[src/rtl/pim_bus_responder.sv]
`default_nettype none
// ============================================================================
//  Module   : pim_bus_responder
//  Brief    : Memory-mapped bus responder for a PIM compute core. Buffers
//             weight/activation writes in a write FIFO toward the core,
//             buffers core results in a result FIFO read back over the bus,
//             and exposes sticky status plus a compute start pulse.
//  Options  : PIM_RSP_PERF_EN - adds saturating push/pop counters readable
//             at PIM_CTRL | 4'h4 (reads 0 when undefined).
//  Revision : 1.0 - initial release
// ============================================================================
module pim_bus_responder #(
    parameter logic [31:0] PIM_CTRL         = 32'h4000_0010,
    parameter logic [31:0] PIM_R            = 32'h4000_0020,
    parameter logic [31:0] PIM_W_WEIGHT     = 32'h4000_0040,
    parameter logic [31:0] PIM_W_ACTIVATION = 32'h4000_0080,
    parameter int          FIFO_DEPTH       = 4
) (
    input  logic        i_clk,
    input  logic        i_rst_n,
    input  logic [31:0] i_addr,
    input  logic        i_write,
    input  logic        i_read,
    input  logic [3:0]  i_size,
    input  logic [31:0] i_wr_data,
    output logic [31:0] o_rd_data,
    output logic        o_core_valid,
    input  logic        i_core_ready,
    output logic [31:0] o_core_data,
    output logic [3:0]  o_core_sel,
    output logic        o_core_act,
    input  logic        i_core_busy,
    input  logic        i_res_valid,
    input  logic [31:0] i_res_data,
    output logic        o_res_ready,
    output logic        o_start
);

    localparam int             c_AW    = $clog2(FIFO_DEPTH);
    localparam int             c_CW    = c_AW + 1;
    localparam logic [c_CW-1:0] c_DEPTH = c_CW'(FIFO_DEPTH);
    localparam logic [c_CW-1:0] c_ONE   = c_CW'(1);
    localparam logic [c_AW-1:0] c_PINC  = c_AW'(1);

    // Write FIFO: {act, sel[3:0], data[31:0]}
    logic [36:0]     r_wmem [FIFO_DEPTH];
    logic [c_AW-1:0] r_wwp, r_wrp;
    logic [c_CW-1:0] r_wcnt;
    // Result FIFO
    logic [31:0]     r_rmem [FIFO_DEPTH];
    logic [c_AW-1:0] r_rwp, r_rrp;
    logic [c_CW-1:0] r_rcnt;

    logic        r_ovf, r_und, r_size_err;
    logic [31:0] r_rd_data;
    logic        r_start;
    logic [31:0] w_rd_next;

    // Address decode on bits [31:4]; low nibble is the PIM select / offset
    logic w_hit_ctrl, w_hit_r, w_hit_w, w_hit_a;
    assign w_hit_ctrl = (i_addr[31:4] == PIM_CTRL[31:4]);
    assign w_hit_r    = (i_addr[31:4] == PIM_R[31:4]);
    assign w_hit_w    = (i_addr[31:4] == PIM_W_WEIGHT[31:4]);
    assign w_hit_a    = (i_addr[31:4] == PIM_W_ACTIVATION[31:4]);

    // A simultaneous read and write behaves as a write only
    logic w_rd_acc;
    assign w_rd_acc = i_read && !i_write;

    logic w_ctrl_wr, w_flush, w_start;
    assign w_ctrl_wr = i_write && w_hit_ctrl && i_size[0];
    assign w_flush   = w_ctrl_wr && i_wr_data[3];
    assign w_start   = w_ctrl_wr && i_wr_data[2];

    logic w_data_wr, w_push_req, w_size_bad;
    assign w_data_wr  = i_write && (w_hit_w || w_hit_a);
    assign w_push_req = w_data_wr && (i_size == 4'hF);
    assign w_size_bad = w_data_wr && (i_size != 4'hF);

    logic w_wfull, w_wempty, w_wpop, w_wpush, w_wovf;
    assign w_wfull  = (r_wcnt == c_DEPTH);
    assign w_wempty = (r_wcnt == '0);
    assign w_wpop   = !w_wempty && i_core_ready;
    // A full FIFO still accepts a push when the head leaves in the same cycle
    assign w_wpush  = w_push_req && (!w_wfull || w_wpop);
    assign w_wovf   = w_push_req && w_wfull && !w_wpop;

    logic w_rfull, w_rempty, w_rd_r, w_rpop, w_rund, w_rpush;
    assign w_rfull  = (r_rcnt == c_DEPTH);
    assign w_rempty = (r_rcnt == '0);
    assign w_rd_r   = w_rd_acc && w_hit_r;
    assign w_rpop   = w_rd_r && !w_rempty;
    assign w_rund   = w_rd_r && w_rempty;
    assign o_res_ready = !w_rfull || w_rpop;
    assign w_rpush  = i_res_valid && o_res_ready;

    assign o_core_valid = !w_wempty;
    assign {o_core_act, o_core_sel, o_core_data} = r_wmem[r_wrp];
    assign o_rd_data = r_rd_data;
    assign o_start   = r_start;

`ifdef PIM_RSP_PERF_EN
    logic [15:0] r_wr_cnt, r_rd_cnt;

    // Saturating counters of accepted data pushes and result pops
    always_ff @(posedge i_clk or negedge i_rst_n) begin
        if (!i_rst_n) begin
            r_wr_cnt <= '0;
            r_rd_cnt <= '0;
        end else if (w_flush) begin
            r_wr_cnt <= '0;
            r_rd_cnt <= '0;
        end else begin
            if (w_wpush && r_wr_cnt != 16'hFFFF) r_wr_cnt <= r_wr_cnt + 16'd1;
            if (w_rpop  && r_rd_cnt != 16'hFFFF) r_rd_cnt <= r_rd_cnt + 16'd1;
        end
    end
`endif

    // Read data mux: status, perf counters, result head or zero
    always_comb begin
        w_rd_next = 32'd0;
        if (w_hit_ctrl) begin
            if (i_addr[3:0] == 4'h0) begin
                w_rd_next = {25'd0, r_size_err, r_und, r_ovf, 2'b00,
                             !w_rempty, (w_wfull || i_core_busy)};
            end else if (i_addr[3:0] == 4'h4) begin
`ifdef PIM_RSP_PERF_EN
                w_rd_next = {r_rd_cnt, r_wr_cnt};
`else
                w_rd_next = 32'd0;
`endif
            end
        end else if (w_hit_r && !w_rempty) begin
            w_rd_next = r_rmem[r_rrp];
        end
    end

    // Write FIFO storage (contents need no reset; pointers gate validity)
    always_ff @(posedge i_clk) begin
        if (w_wpush && !w_flush) r_wmem[r_wwp] <= {w_hit_a, i_addr[3:0], i_wr_data};
        if (w_rpush && !w_flush) r_rmem[r_rwp] <= i_res_data;
    end

    // FIFO pointers and occupancy; flush overrides every push and pop
    always_ff @(posedge i_clk or negedge i_rst_n) begin
        if (!i_rst_n) begin
            r_wwp <= '0; r_wrp <= '0; r_wcnt <= '0;
            r_rwp <= '0; r_rrp <= '0; r_rcnt <= '0;
        end else if (w_flush) begin
            r_wwp <= '0; r_wrp <= '0; r_wcnt <= '0;
            r_rwp <= '0; r_rrp <= '0; r_rcnt <= '0;
        end else begin
            if (w_wpush) r_wwp <= r_wwp + c_PINC;
            if (w_wpop)  r_wrp <= r_wrp + c_PINC;
            if (w_wpush && !w_wpop)      r_wcnt <= r_wcnt + c_ONE;
            else if (!w_wpush && w_wpop) r_wcnt <= r_wcnt - c_ONE;
            if (w_rpush) r_rwp <= r_rwp + c_PINC;
            if (w_rpop)  r_rrp <= r_rrp + c_PINC;
            if (w_rpush && !w_rpop)      r_rcnt <= r_rcnt + c_ONE;
            else if (!w_rpush && w_rpop) r_rcnt <= r_rcnt - c_ONE;
        end
    end

    // Sticky error flags, registered read data and start pulse
    always_ff @(posedge i_clk or negedge i_rst_n) begin
        if (!i_rst_n) begin
            r_ovf      <= 1'b0;
            r_und      <= 1'b0;
            r_size_err <= 1'b0;
            r_rd_data  <= 32'd0;
            r_start    <= 1'b0;
        end else begin
            r_start <= w_start;
            if (w_rd_acc) r_rd_data <= w_rd_next;
            if (w_flush) begin
                r_ovf      <= 1'b0;
                r_und      <= 1'b0;
                r_size_err <= 1'b0;
            end else begin
                if (w_wovf)     r_ovf      <= 1'b1;
                if (w_rund)     r_und      <= 1'b1;
                if (w_size_bad) r_size_err <= 1'b1;
            end
        end
    end

endmodule
`default_nettype wire

[config.mk]
export PLATFORM = sky130hd
export DESIGN_NAME = pim_bus_responder
export DESIGN_NICKNAME = d
export VERILOG_FILES = /design/src/rtl/pim_bus_responder.sv
export SDC_FILE = /design/constraint.sdc
export NUM_CORES = 1
export LEC_CHECK = 0
export ABC_AREA = 1
export CAP_MARGIN = 0
export CORE_MARGIN = 2
export CORE_UTILIZATION = 59
export CTS_BUF_LIST = sky130_fd_sc_hd__clkbuf_16
export CTS_CLUSTER_DIAMETER = 200
export DETAILED_ROUTE_END_ITERATION = 12
export PLACE_DENSITY = 0.85
export SLEW_MARGIN = 40
export SYNTH_ARGS = -nofsm -noshare
export SYNTH_HDL_FRONTEND = slang
export SYNTH_SLANG_ARGS = --single-unit
[constraint.sdc]
create_clock -name i_clk -period 5.2 [get_ports i_clk]
set_clock_uncertainty 0.15 [all_clocks]
set_input_delay 0.52 -clock i_clk [delete_from_list [all_inputs] [get_ports i_clk]]
set_output_delay 0.52 -clock i_clk [all_outputs]
set_load 0.02 [all_outputs]
==> flow_summary_export.csv <==
group,metric,value,unit
layout,nFillCells,1193,
global_routing,grt_pass1_vias,8355,
worst_setup_path,cp_cell_sequence,"buf_4, inv_2, o21ai_0, o22ai_1, clkdlybuf4s50_1",
synth,synth_seq_cells,326,
synth,synth_top_area_share,0.6509,
clocking,cts_tree,"built",
power_and_ir_drop,irDropWorstVdd,0.2795,mV
synth,yosys.area.top_type,"edfxtp_1",
synth,synth-simple-area-share,0.09099,
placed_design,dp_hpwl,17410,um
layout,drive_gt1_frac,0.08783,
worst_setup_path,cp_slowest_cell,"clkdlybuf4s50_1",
synth,syn_area_per_cell,13.40,um^2
global_routing,grt_first_pass_wirelength,45020,um
power_and_ir_drop,p_leak,5.713,nW
floorplanning,core,0.02109,mm^2
layout,seq_area,0.009545,mm^2
layout,diodes,0,
timing,slew_headroom,0.5190,
floorplanning,io_pins,179,
clocking,htreeDepth,1,
timing,worst_slack,1644,ps
status,status,"finished, final reports clean",
layout,final_cell_mix,"edfxtp_1 (276), clkdlybuf4s50_1 (177), nor2_1 (166), o21ai_0 (140), o22ai_1 (69)",
min_path,holdCritPathClass,"reg -> reg",
clocking,post_cts_buffers,0,
layout,areaGrowthSynthToFinish,25.84,%
synth,synth_top_family_by_area,"compound AO/OA/AOI/OAI gates",
synth,synthMuxAreaShare,0,
timing,period_minus_slack,3556,ps
global_routing,grt_max_degree,76,
drt,drc,0,
clocking,cts.sinks,326,
placed_design,gp_congestion,0.7950,
synth,yosys.area_share.xor_xnor,0.002063,
worst_setup_path,cp-end-kind,"output port",
synth,synth_area_leaders,"edfxtp_1 (65%), dfrtp_1 (9.8%), o21ai_0 (5.5%)",
clocking,clkLatencyLatePin,560,ps
global_routing,overflow,0,
synth,yosysWarnings,0,
timing,final-max-slew-violation-count,0,
drt,first_iter_violations,830,
drt,wl,28900,um
synth,syn-instance-count,950,
clocking,cts_resized,0,
synth,synth-compound-area-share,0.1156,
floorplanning,die_h,150.9,um
synth,syn_nets,1067,
global_routing,track_usage,0.2563,
clocking,clockBufferDepth,3,
worst_setup_path,required,4530,ps
timing,period_share,0.6839,
worst_setup_path,critPathMaxStageDelay,650,ps
timing,worst_pin_slew,721.4,ps
worst_setup_path,critPathLaunchType,"flip-flop",
timing,rsz0062_at_grt,"false",
synth,synth_area,0.01273,mm^2
drt,postRouteAntennaNets,0,
synth,synth_fa_ha_area_frac,0.01101,
worst_setup_path,cp_max_fo,38,
clocking,numCtsBuffers,31,
worst_setup_path,critPathBufInv,3,
clocking,cts_hold_buf,1,
drt,route.vias.total,8474,
global_routing,antenna_found_initial,0,
placed_design,io_buffers,178,
floorplanning,num_rows,53,
timing,setup_viol,0,
drt,routedWlPerCell,20.28,um
clocking,clk_pin_slew,60,ps
synth,ys_types,38,
timing,max_freq,281.2,MHz
worst_setup_path,critPathKind,"reg -> out",
worst_setup_path,cp_top_family,"buffers and inverters",
drt,drt_pass1_iterations,6,
synth,synth-seq-area-share,0.7491,
floorplanning,start_util,0.6038,
placed_design,dp_slack,1642,ps
timing,hold_viol,0,
job,cap_violations,0,
clocking,cts-root-buf,"clkbuf_16",
floorplanning,die_x,150.9,um
floorplanning,dieArea,0.02277,mm^2
power_and_ir_drop,fin_total_pwr,5.916,mW
timing,fin_tns_setup,0,ps
drt,via_per_inst,5.947,
layout,final_nets,1242,
power_and_ir_drop,power_density,369.2,mW/mm^2
worst_setup_path,crit_arrival,2890,ps
layout,multi_input_area,0.002856,mm^2
layout,final_common_cell,"edfxtp_1",
==> stage by stage <==
step / area (um^2) / hold slack (ps) / util / instances
floorplan: 12730 / 74.41 / - / 950
CTS: 16020 / 361.0 / 0.7599 / 1425
global placement: 14730 / 341.8 / 0.6984 / 1356
detailed placement: 14970 / 342.4 / 0.7100 / 1366
finish: 16020 / 356.8 / 0.7599 / 1425
global route: 16020 / 374.9 / 0.7599 / 1425
==> path summary, 6_finish.rpt <==
check                                     startpoint                   endpoint  slack, ps  depth (start not counted)
setup reg to reg               r_wcnt[0]$_DFFE_PN0P_     r_wmem[3][2]$_DFFE_PP_       2390                          9
min in group asynchronous                    i_rst_n  o_rd_data[14]$_DFFE_PN0P_        480                          3
setup / recovery                r_wrp[1]$_DFFE_PN0P_            o_core_data[16]       1640                          5
max in group asynchronous                    i_rst_n       r_rrp[0]$_DFFE_PN0P_       3890                          3
hold / removal             o_rd_data[21]$_DFFE_PN0P_  o_rd_data[21]$_DFFE_PN0P_        360                          1
hold reg to reg            o_rd_data[21]$_DFFE_PN0P_  o_rd_data[21]$_DFFE_PN0P_        360                          1
==> per-layer routing <==
metal / global-route usage / share of wire / up-vias
met5: 0 / 0 / -
li1: - / - / 3830
met2: 0.4482 / 0.52 / 413
met1: 0.3390 / 0.38 / 4179
met4: 0.07944 / 0.022 / 0
met3: 0.03283 / 0.077 / 52
==> flip-flops by register name (all words and copies together), names as in the netlist <==
register	count
r_wwp	2
r_wcnt	3
o_rd_data	32
r_rmem	128
r_rrp	2
r_size_err	1
r_wmem	148
r_rcnt	3
r_und	1
r_wrp	2
r_rwp	2
o_start	1
r_ovf	1
==> Yosys cell counts, drive strengths merged <==
library cell  instances
buf                  12
o22ai                69
nand3                12
edfxtp              276
o21ai               143
a21oi                 5
xor2                  2
a31oi                 1
nand4                12
inv                  45
a22o                 27
o211ai                4
xnor2                 1
or2                   1
o31ai                 1
fa                    2
clkinv                1
nor3b                 1
ha                    8
nand2                55
nor4                  1
nor3                  4
nor2                178
clkbuf               39
dfrtp                50
==> power by group <==
| part | total, mW | switching (mW) | leakage [nW] | internal, mW |
|---|---|---|---|---|
| logic | 0.501 | 0.302 | 2.01 | 0.199 |
| clock network | 2.28 | 0.946 | 0.535 | 1.34 |
| registers | 3.13 | 0.0624 | 3.16 | 3.07 |
| total | 5.92 | 1.31 | 5.71 | 4.61 |
==> kinds of logic after synthesis <==
group           count (synthesis)
compound gates                250
xor+xnor                        3
simple gates                  264
flops                         326
buf+inv                        97
fa+ha+maj                      10
==> area by class of cell <==
type | count | area share
clock buffer | 31 | 0.04841
clock inverter | 27 | 0.01655
inverter | 46 | 0.01140
multi-input combinational | 527 | 0.1783
sequential | 326 | 0.5957
tap | 275 | 0.02147
timing repair buffer | 193 | 0.1282
(Power assumes the default switching activity.)
